$ cat src/rtl/sr_cmd_gen_if.sv
// Command-side bundle between the raw request source and sr_cmd_gen.
// master drives the raw requests; slave (the generator) drives the pulses and count.
interface sr_cmd_gen_if;
  logic       set_in;
  logic       clr_in;
  logic       s;
  logic       r;
  logic       conflict;
  logic [7:0] cmd_cnt;

  modport master (output set_in, clr_in, input s, r, conflict, cmd_cnt);
  modport slave  (input set_in, clr_in, output s, r, conflict, cmd_cnt);
endinterface

$ cat src/rtl/sr_cmd_gen.sv
// Sync + debounce of raw set/clear requests into mutually exclusive one-cycle s/r pulses.
// Latency DB_CYCLES+2 edges from first sampling edge; no backpressure, every rise is issued or flagged.
module sr_cmd_gen #(
  parameter int DB_CYCLES = 4
) (
  input logic        clk,
  input logic        rst,
  sr_cmd_gen_if.slave bus
);

  localparam logic [7:0] LP_LAST = 8'(DB_CYCLES - 1);

  // Channel index 0 is set, index 1 is clear.
  logic [1:0]      w_raw;
  logic [1:0]      w_rise;
  logic [1:0]      r_sync_a;
  logic [1:0]      r_sync_b;
  logic [1:0]      r_db;
  logic [1:0]      r_db_d;
  logic [1:0][7:0] r_cnt;
  logic            r_s;
  logic            r_r;
  logic            r_conflict;
  logic [7:0]      r_cmd_cnt;

  assign w_raw  = {bus.clr_in, bus.set_in};
  assign w_rise = r_db & ~r_db_d;

  always_ff @(posedge clk) begin
    if (rst) begin
      r_sync_a   <= '0;
      r_sync_b   <= '0;
      r_db       <= '0;
      r_db_d     <= '0;
      r_cnt      <= '0;
      r_s        <= 1'b0;
      r_r        <= 1'b0;
      r_conflict <= 1'b0;
      r_cmd_cnt  <= 8'd0;
    end else begin
      r_sync_a <= w_raw;
      r_sync_b <= r_sync_a;
      r_db_d   <= r_db;
      // Any cycle agreeing with the current level restarts the debounce count.
      for (int i = 0; i < 2; i++) begin
        if (r_sync_b[i] == r_db[i]) begin
          r_cnt[i] <= 8'd0;
        end else if (r_cnt[i] == LP_LAST) begin
          r_db[i]  <= r_sync_b[i];
          r_cnt[i] <= 8'd0;
        end else begin
          r_cnt[i] <= r_cnt[i] + 8'd1;
        end
      end
      r_s        <= w_rise[0] & ~w_rise[1];
      r_r        <= w_rise[1] & ~w_rise[0];
      r_conflict <= w_rise[0] & w_rise[1];
      if (w_rise[0] ^ w_rise[1]) begin
        r_cmd_cnt <= r_cmd_cnt + 8'd1;
      end
    end
  end

  assign bus.s        = r_s;
  assign bus.r        = r_r;
  assign bus.conflict = r_conflict;
  assign bus.cmd_cnt  = r_cmd_cnt;

endmodule

$ cat src/flat_wrapper.sv
// flat-port wrapper written by rule: the top's interface ports become plain ports
module sr_cmd_gen_flat 
#(
  parameter int DB_CYCLES = 4
)
  (clk, rst, bus_set_in, bus_clr_in, bus_s, bus_r, bus_conflict, bus_cmd_cnt);
  sr_cmd_gen_if bus_i ();
  input logic clk;
  input logic rst;
  input wire logic [$bits(bus_i.set_in)-1:0] bus_set_in;
  input wire logic [$bits(bus_i.clr_in)-1:0] bus_clr_in;
  output wire logic [$bits(bus_i.s)-1:0] bus_s;
  output wire logic [$bits(bus_i.r)-1:0] bus_r;
  output wire logic [$bits(bus_i.conflict)-1:0] bus_conflict;
  output wire logic [$bits(bus_i.cmd_cnt)-1:0] bus_cmd_cnt;
  assign bus_i.set_in = bus_set_in;
  assign bus_i.clr_in = bus_clr_in;
  assign bus_s = bus_i.s;
  assign bus_r = bus_i.r;
  assign bus_conflict = bus_i.conflict;
  assign bus_cmd_cnt = bus_i.cmd_cnt;
  sr_cmd_gen #(.DB_CYCLES(DB_CYCLES)) u_core (.clk(clk), .rst(rst), .bus(bus_i));
endmodule
$ cat config.mk
export PLATFORM = sky130hd
export DESIGN_NAME = sr_cmd_gen_flat
export DESIGN_NICKNAME = d
export VERILOG_FILES = /design/src/rtl/sr_cmd_gen_if.sv /design/src/rtl/sr_cmd_gen.sv /design/src/flat_wrapper.sv
export SDC_FILE = /design/constraint.sdc
export NUM_CORES = 1
export LEC_CHECK = 0
export CAP_MARGIN = 40
export CORE_AREA = 2 2 62 47
export DETAILED_ROUTE_END_ITERATION = 12
export DIE_AREA = 0 0 64 49
export PLACE_DENSITY = 0.83
export SLEW_MARGIN = 20
export SYNTH_ARGS = -nofsm -noshare
export SYNTH_HDL_FRONTEND = slang
export SYNTH_SLANG_ARGS = --single-unit
$ cat constraint.sdc
create_clock -name clk -period 5.36 [get_ports clk]
set_clock_uncertainty 0.15 [all_clocks]
set_input_delay 1.072 -clock clk [delete_from_list [all_inputs] [get_ports clk]]
set_output_delay 1.072 -clock clk [all_outputs]
set_load 0.02 [all_outputs]
======== Word-level counts from Yosys, hierarchy flattened ========
Cells that the tools add are included.
cells by class
  reduce and logical (&&, ||, !) cells .... 4
  equal/unequal tests ..................... 4
  add/subtract/negate cells ............... 3
  bitwise operators ....................... 10
operators by type and width
  cell                                                                   number
  8-bit by 1-bit adder with 8-bit output, second input constant          3
  8-bit by 2-bit equality test with 1-bit output, second input constant  2
  3-bit OR reduction                                                     2
  1-bit inverter                                                         4
  2-bit AND reduction                                                    2
  1-bit bitwise AND                                                      3
  2-bit bitwise AND                                                      1
  1-bit equality test                                                    2
  2-bit inverter                                                         1
  1-bit bitwise XOR                                                      1
storage, ports and cells
  register bits after elaboration ......... 35
  input bits .............................. 4

======== Logic depth before layout (Yosys ltp) ========
Gate-level depths: netlist of the first run.
  word-level depth ........................ 4
  depth in mapped cells ................... 6

======== Worst setup path after synthesis of the first run ========
No wires, ideal clock.
  path kind ............................... input port to flip-flop
  from .................................... in rst
  to ...................................... reg u_core.r_cmd_cnt[0] (netlist: u_core.bus.cmd_cnt[0])
  data arrival time ....................... 1.675 ns
  stages on the path ...................... 3
  setup slack ............................. 3.408 ns
  setup time .............................. 0.128 ns
  required time ........................... 5.082 ns
  cell sequence ........................... clkbuf_1 -> clkbuf_1 -> nor2_1
RTL lines
  element                 line               RTL
  start: declaration      flat_wrapper.sv:9  input logic rst;
  end signal: assignment  sr_cmd_gen.sv:59   r_cmd_cnt <= r_cmd_cnt + 8'd1;
  end: declaration        sr_cmd_gen.sv:24   logic [7:0] r_cmd_cnt;
No word-level cell between the ends.

======== Final worst setup path of the first run ========
  from .................................... reg u_core.r_cmd_cnt[0] (netlist: u_core.bus.cmd_cnt[0])
  to ...................................... out bus_cmd_cnt[0]
RTL lines
  element           line                RTL
  end: declaration  flat_wrapper.sv:15  output wire logic [$bits(bus_i.cmd_cnt)-1:0] bus_cmd_cnt;
No word-level cell between the ends.

==> impl_results.md, run 1 <==
- Largest net degree at the start of global routing: 21
- Synth area leaders: dfxtp_1, xor2_1, ha_1
- Final Hold Vio Count: 0
- Top cell type by total area after synthesis: dfxtp_1
- Slew @ Worst Pin: 0.671 ns
- Max Clock Freq: 0.379 GHz
- Sum Neg Setup Slack: 0 ns
- Share of cells above drive strength 1: 5.92%
- Number of synthesis warnings: 0
- Clk root buf: clkbuf_4
- Vias in the first global route: 1,064
- Boundary Pins: 15
- Initial Util: 54.4%
- Slowest CP cell: clkdlybuf4s50_1
- Routability cong.: about 0.8
- Final period util: around 49%
- Critical path class: flop to output port
- Wire per inst: between 10 and 15 um
- Post-DP HPWL: 1760 um
- CTS Hold Bufs: 0
- Die height: roughly 49 um
- Pins over their slew limit: 0
- Skew-Pair Late Insertion Delay: approximately 0.34 ns
- Switch share: 18.6%
- Final period demand of the worst path: 2.64 ns
- Synth Cell Area: 1400 um^2
- Area grow syn2layout: 19.9%
- Postcts setup bufs: 0
- Diode count: 0
- RSZ-0062 raised after global routing: no
- Final nets: approximately 180
- Clock group share of total power: 46.3%
- GR Util met1: roughly 22%
- Cells along the critical path: clkdlybuf4s50_1
- Row Count: 16
- Initial antenna violation count: 0
- Power Density: ~300 nW/um^2
- Final Setup Violations: 0
- Sequential fraction of the synthesis area: between 40% and 50%
- Setup crit end kind: output port
- DRT Pass-1 Iters: 4
- Data arrival time of the worst path: between 1 and 1.5 ns
- Distinct cells, synth: 25
- Routing usage on met3: 6.24%
- Crit-path max FO: 5
- # DRC: 0
- Gr ovfl total: 0
- Buffers and inverters on the worst path: 1
- CTS Buf Count: 5
- DIE WIDTH: about 64 um
- CTS tree: yes
- Lkg Pwr: ~0.62 nW
- Core ar.: approximately 2600 um^2
- Status: finished clean
- Syn_area_per_cell: 9.42 um^2
- GR peak layer: met2
- Crit path launch type: flop
- Slew headroom: between 50% and 60%
- Worst min path class: flop to flop
- GR Layer Usage met2: ~29%
- Post-CTS sizing: 0
- H-tree levels: 2
- Top-area cell type share of the netlist area: between 40% and 50%
- Hold slack: between 0.3 and 0.4 ns
- Maximum vdd drop: between 0.0002 and 0.0003 V
- Cells after Synth: between 100 and 150
- Detailed-route via count: roughly 1.1k
- Worst EP required: approximately 4.1 ns
- Clk slew on worst S/H paths: about 0.10 ns
- Global Route Usage Sum: 18.3%
- Max Root-Sink Buffers: 2
- DRT iter0 DRCs: 48
- Sw power: approximately 0.094 mW
- Crit-path max cell delay: 0.65 ns
- Cell family with most CP delay: buffers and inverters
- Via/cell ratio: roughly 5.3
- Internal power: between 0.4 and 0.5 mW
- Post-layout util: ~65%
- TritonCTS Sinks: 35
- MaxCap Viol Count: 0
- Final WL: 2560 um
- Post-synthesis register bit count: 35
- First-pass GRT wire length: approximately 4400 um
- Remaining antenna violation count after routing: 0
- Synth Net Count: between 150 and 200
- Sequential share of power: a little over half
- IO buf count: 14
- Die footprint: approximately 3100 um^2
- Combinational group share of total power: 1.7%
==> flip-flops by register name, indices dropped and copies added, names as in the netlist <==
signal               count
u_core.bus.conflict      1
u_core.bus.r             1
u_core.bus.s             1
u_core.r_db_d            2
u_core.r_cnt            16
u_core.bus.cmd_cnt       8
u_core.r_sync_a          2
u_core.r_db              2
u_core.r_sync_b          2
==> path summary, 6_finish.rpt <==
kind                                                         start                                  to  cells after the start  slack (ns)
worst min register to register       u_core.r_sync_a[0]$_SDFF_PP0_       u_core.r_sync_b[0]$_SDFF_PP0_                      1        0.31
worst max-delay path            u_core.bus.cmd_cnt[0]$_SDFFE_PP0P_                      bus_cmd_cnt[0]                      1        2.72
worst max register to register         u_core.r_db[0]$_SDFFE_PP0P_  u_core.bus.cmd_cnt[7]$_SDFFE_PP0P_                      5        3.32
worst min-delay path                 u_core.r_sync_a[0]$_SDFF_PP0_       u_core.r_sync_b[0]$_SDFF_PP0_                      1        0.31
==> power groups by stage <==
stage | Combinational, mW | Sequential (mW) | Clock [mW]
floorplan | 0.00536 | 0.269 | 0
global placement | 0.00809 | 0.269 | 0
detailed placement | 0.00840 | 0.269 | 0
CTS | 0.00850 | 0.263 | 0.237
global route | 0.00933 | 0.263 | 0.248
finish | 0.00840 | 0.263 | 0.234
==> through the flow <==
stage                     total power, mW  worst slack [ns]  instances  cell area, um^2
after floorplan                     0.274              3.41        149             1400
after global placement              0.277              2.55        197             1580
after detailed placement            0.277              2.48        197             1580
after CTS                           0.508              2.72        205             1680
after global routing                0.520              2.68        205             1680
final                               0.505              2.72        205             1680
==> metal layers <==
| layer | up-vias | share of wire [%] | routed length [um] |
|---|---|---|---|
| met3 | 4 | 3.9 | 100 |
| li1 | 547 | - | - |
| met5 | - | 0 | 0 |
| met4 | 0 | 0.98 | 25 |
| met2 | 20 | 50 | 1290 |
| met1 | 517 | 45 | 1140 |
==> cell families after synthesis <==
family / count (synthesis) / synth area share [%]
fa+ha+maj: 6 / 5.35
flops: 35 / 49.9
xor+xnor: 12 / 7.49
compound gates: 24 / 9.80
simple gates: 61 / 24.1
buf+inv: 10 / 2.67
mux: 1 / 0.713
==> worst register-to-register path: stages (launching register included) <==
cell	delay, ns
dfxtp_1	0.41
nand2b_1	0.10
ha_1	0.40
nand3b_1	0.25
or4_1	0.52
a21oi_1	0.15
==> placed cells by master, fill, tap and decap left out <==
| cell | count |
|---|---|
| a21oi_1 | 10 |
| o211ai_1 | 2 |
| nor2b_1 | 10 |
| nor2_1 | 15 |
| nand4_1 | 2 |
| clkbuf_1 | 1 |
| clkbuf_4 | 5 |
| or4b_4 | 1 |
| nand4b_1 | 2 |
| ha_1 | 6 |
| xor2_1 | 9 |
| o211ai_2 | 1 |
| inv_1 | 8 |
| or2_2 | 1 |
| nand2_1 | 6 |
| xnor2_1 | 3 |
| mux2i_1 | 1 |
| or3_1 | 11 |
| or4_1 | 1 |
| clkdlybuf4s50_1 | 14 |
| dfxtp_1 | 35 |
| o31ai_1 | 2 |
| o21ai_0 | 9 |
| nand3_1 | 8 |
| bufinv_16 | 2 |
| nand2b_1 | 2 |
| or4b_1 | 1 |
| nand3b_1 | 1 |
==> cells in the mapped netlist <==
library cell and count:
dfxtp_1 35, nor2_1 15, or3_1 11, a21oi_1 10, nor2b_1 10, o21ai_0 9
xor2_1 9, inv_1 8, nand3_1 8, ha_1 6, nand2_1 6, xnor2_1 3
clkbuf_1 2, nand2b_1 2, nand4_1 2, nand4b_1 2, o211ai_1 2, o31ai_1 2
mux2i_1 1, nand3b_1 1, o211ai_2 1, or2_2 1, or4_1 1, or4b_1 1
or4b_4 1
==> area by class of cell <==
class,count,area (um^2)
Multi-Input combinational cell,104,666
Timing Repair Buffer,14,140
Clock buffer,6,41.3
Sequential cell,35,701
Fill cell,209,900
Clock inverter,2,60.1
Tap cell,36,45.0
Inverter,8,30.0
(Power assumes the default switching activity.)
==> run 2: changes to the inputs <==
CORE_AREA = 2 2 64 48   (was 2 2 62 47)
DIE_AREA = 0 0 66 50   (was 0 0 64 49)
PLACE_DENSITY = 0.79   (was 0.83)
clock period = 2.6 ns   (was 5.36 ns; I/O delays follow)
==> run 2 against run 1 <==
Net effect:
- cell count fell by 0.49%
- wire length grew 4.4%
- design area down 1.0%
- combinational power increased by 130%
- critical endpoint unchanged
- first-iteration DRC count rose by 46%
- die area is 5.2% higher
==> impl_results.md, run 2 (synthesis gave the netlist of run 1 again) <==
- Status: finished clean (unchanged)
- Final Hold Vio Count: 0 (unchanged)
- Lkg Pwr: 0.604 nW (was 0.616 nW)
- Sum Neg Setup Slack: 0 ns (unchanged)
- RSZ-0062 raised after global routing: no (unchanged)
- Max FFs per register: 16 (unchanged)
- CTS Buf Count: 5 (unchanged)
- Most common cell after layout, fill and taps aside: dfxtp_1 (unchanged)
- Crit path launch type: flop (unchanged)
- Hold slack: 0.288 ns (was 0.308 ns)
- Critical path class: flop to output port (unchanged)
- Cells along the critical path: clkdlybuf4s50_1 (unchanged)
- CTS Hold Bufs: 0 (unchanged)
- DRT iter0 DRCs: 70 (was 48)
- Remaining antenna violation count after routing: 0 (unchanged)
- Total power: 0.917 mW (was 0.505 mW)
- Share of cells above drive strength 1: 5.95% (was 5.92%)
- Max Clock Freq: 0.493 GHz
- Crit-path max FO: 5 (unchanged)
- Slew @ Worst Pin: 0.520 ns (was 0.671 ns)
- Cell family with most CP delay: buffers and inverters (unchanged)
- Clk slew on worst S/H paths: 0.06 ns (was 0.10 ns)
- Data arrival time of the worst path: 1.36 ns (was 1.41 ns)
- MaxCap Viol Count: 0 (unchanged)
- R2R setup slack: 0.61 ns (was 3.32 ns)
- Via/cell ratio: 5.13 (was 5.31)
- Wire per inst: 13.1 um (was 12.5 um)
- Initial Util: 52.3% (was 54.4%)
- Final WL: 2670 um (was 2560 um)
- Diode count: 0 (unchanged)
- Worst min path class: flop to flop (unchanged)
- Routability cong.: 0.769 (was 0.785)
- Row Count: 16 (unchanged)
- Largest net degree at the start of global routing: 17 (was 21)
- Commonest non-fill, non-tap cells in the layout: dfxtp_1, nor2_1, clkdlybuf4s50_1 (unchanged)
- Detailed-route via count: 1,047 (was 1,088)
- TritonCTS Sinks: 35 (unchanged)
- Worst EP required: 1.93 ns (was 4.14 ns)
- Final Setup Violations: 0 (unchanged)
- DRT Pass-1 Iters: 4 (unchanged)
- Clk root buf: clkbuf_8 (was clkbuf_4)
- Die footprint: 3300 um^2 (was 3140 um^2)
- Area grow syn2layout: 18.6% (was 19.9%)
- Setup ws final: 0.572 ns (was 2.72 ns)
- H-tree levels: 2 (unchanged)
- Slowest CP cell: clkdlybuf4s50_1 (unchanged)
- Crit-path max cell delay: 0.66 ns (was 0.65 ns)
- IO buf count: 14 (unchanged)
- Core ar.: 2680 um^2 (was 2580 um^2)
- Global Route Usage Sum: 18.9% (was 18.3%)
- Post-CTS sizing: 0 (unchanged)
- CTS tree: yes (unchanged)
- Max Root-Sink Buffers: 2 (unchanged)
- Final period util: 78.0%
- Pins over their slew limit: 0 (unchanged)
- Slew headroom: 65.2% (was 55.1%)
- Vias in the first global route: 999 (was 1,064)
- Setup crit end kind: output port (unchanged)
- Boundary Pins: 15 (unchanged)
- Gr ovfl total: 0 (unchanged)
- Largest Register: u_core.r_cnt (unchanged)
- Setup WS pre-CTS: 0.623 ns (was 2.48 ns)
- Postcts setup bufs: 0 (unchanged)
- Maximum vdd drop: 0.000492 V (was 0.000256 V)
- Final nets: 179 (was 178)
- Post-DP HPWL: 1980 um (was 1760 um)
- Power Density: 550 nW/um^2 (was 300 nW/um^2)
- Initial antenna violation count: 0 (unchanged)
- Buffers and inverters on the worst path: 1 (unchanged)
- Final period demand of the worst path: 2.03 ns
- Skew-Pair Late Insertion Delay: 0.28 ns (was 0.34 ns)
- # DRC: 0 (unchanged)
- First-pass GRT wire length: 4600 um (was 4420 um)
- Die height: 50 um (was 49 um)
- DIE WIDTH: 66 um (was 64 um)
==> run 2: changes by cell type in the layout (fill, tap and decap cells not counted) <==
cell	before	now
bufinv_16	2	0
clkbuf_4	5	0
clkbuf_8	0	5
buf_4	0	1
clkinvlp_4	0	1
clkbuf_1	1	0
==> run 2: layout make-up <==
cell class	instances	area [um^2]
timing repair buffer	15	148
tap	36	45.0
fill	229	1020
clock inverter	1	7.51
multi-input combinational	104	666
inverter	8	30.0
sequential	35	701
clock buffer	5	68.8
==> run 2: layer usage <==
layer	GRT usage, %	part of all wire, %
met5	0	0
met3	7.76	3.7
met1	24.1	49
met4	7.82	1.3
met2	28.3	46
==> run 2: worst paths after layout <==
check / to / cells after the start / from
max: bus_cmd_cnt[0] / 1 / u_core.bus.cmd_cnt[0]$_SDFFE_PP0P_
min: u_core.r_sync_b[0]$_SDFF_PP0_ / 1 / u_core.r_sync_a[0]$_SDFF_PP0_
max reg2reg: u_core.bus.cmd_cnt[7]$_SDFFE_PP0P_ / 6 / u_core.r_db[1]$_SDFFE_PP0P_
min reg2reg: u_core.r_sync_b[0]$_SDFF_PP0_ / 1 / u_core.r_sync_a[0]$_SDFF_PP0_
==> run 2: per-stage QoR <==
step,area [um^2],cells,utilization (%)
2_1_floorplan,1400,149,-
3_3_place_gp,1590,198,59.2
3_5_place_dp,1590,198,59.2
4_1_cts,1670,204,62.1
5_1_grt,1670,204,62.1
6_report,1670,204,62.1
==> run 2: where the power goes <==
group	internal [mW]	leakage (nW)	total [mW]	switching (mW)
clock	0.177	0.0361	0.356	0.178
combinational	0.00873	0.286	0.0190	0.0103
sequential	0.540	0.283	0.542	0.00215
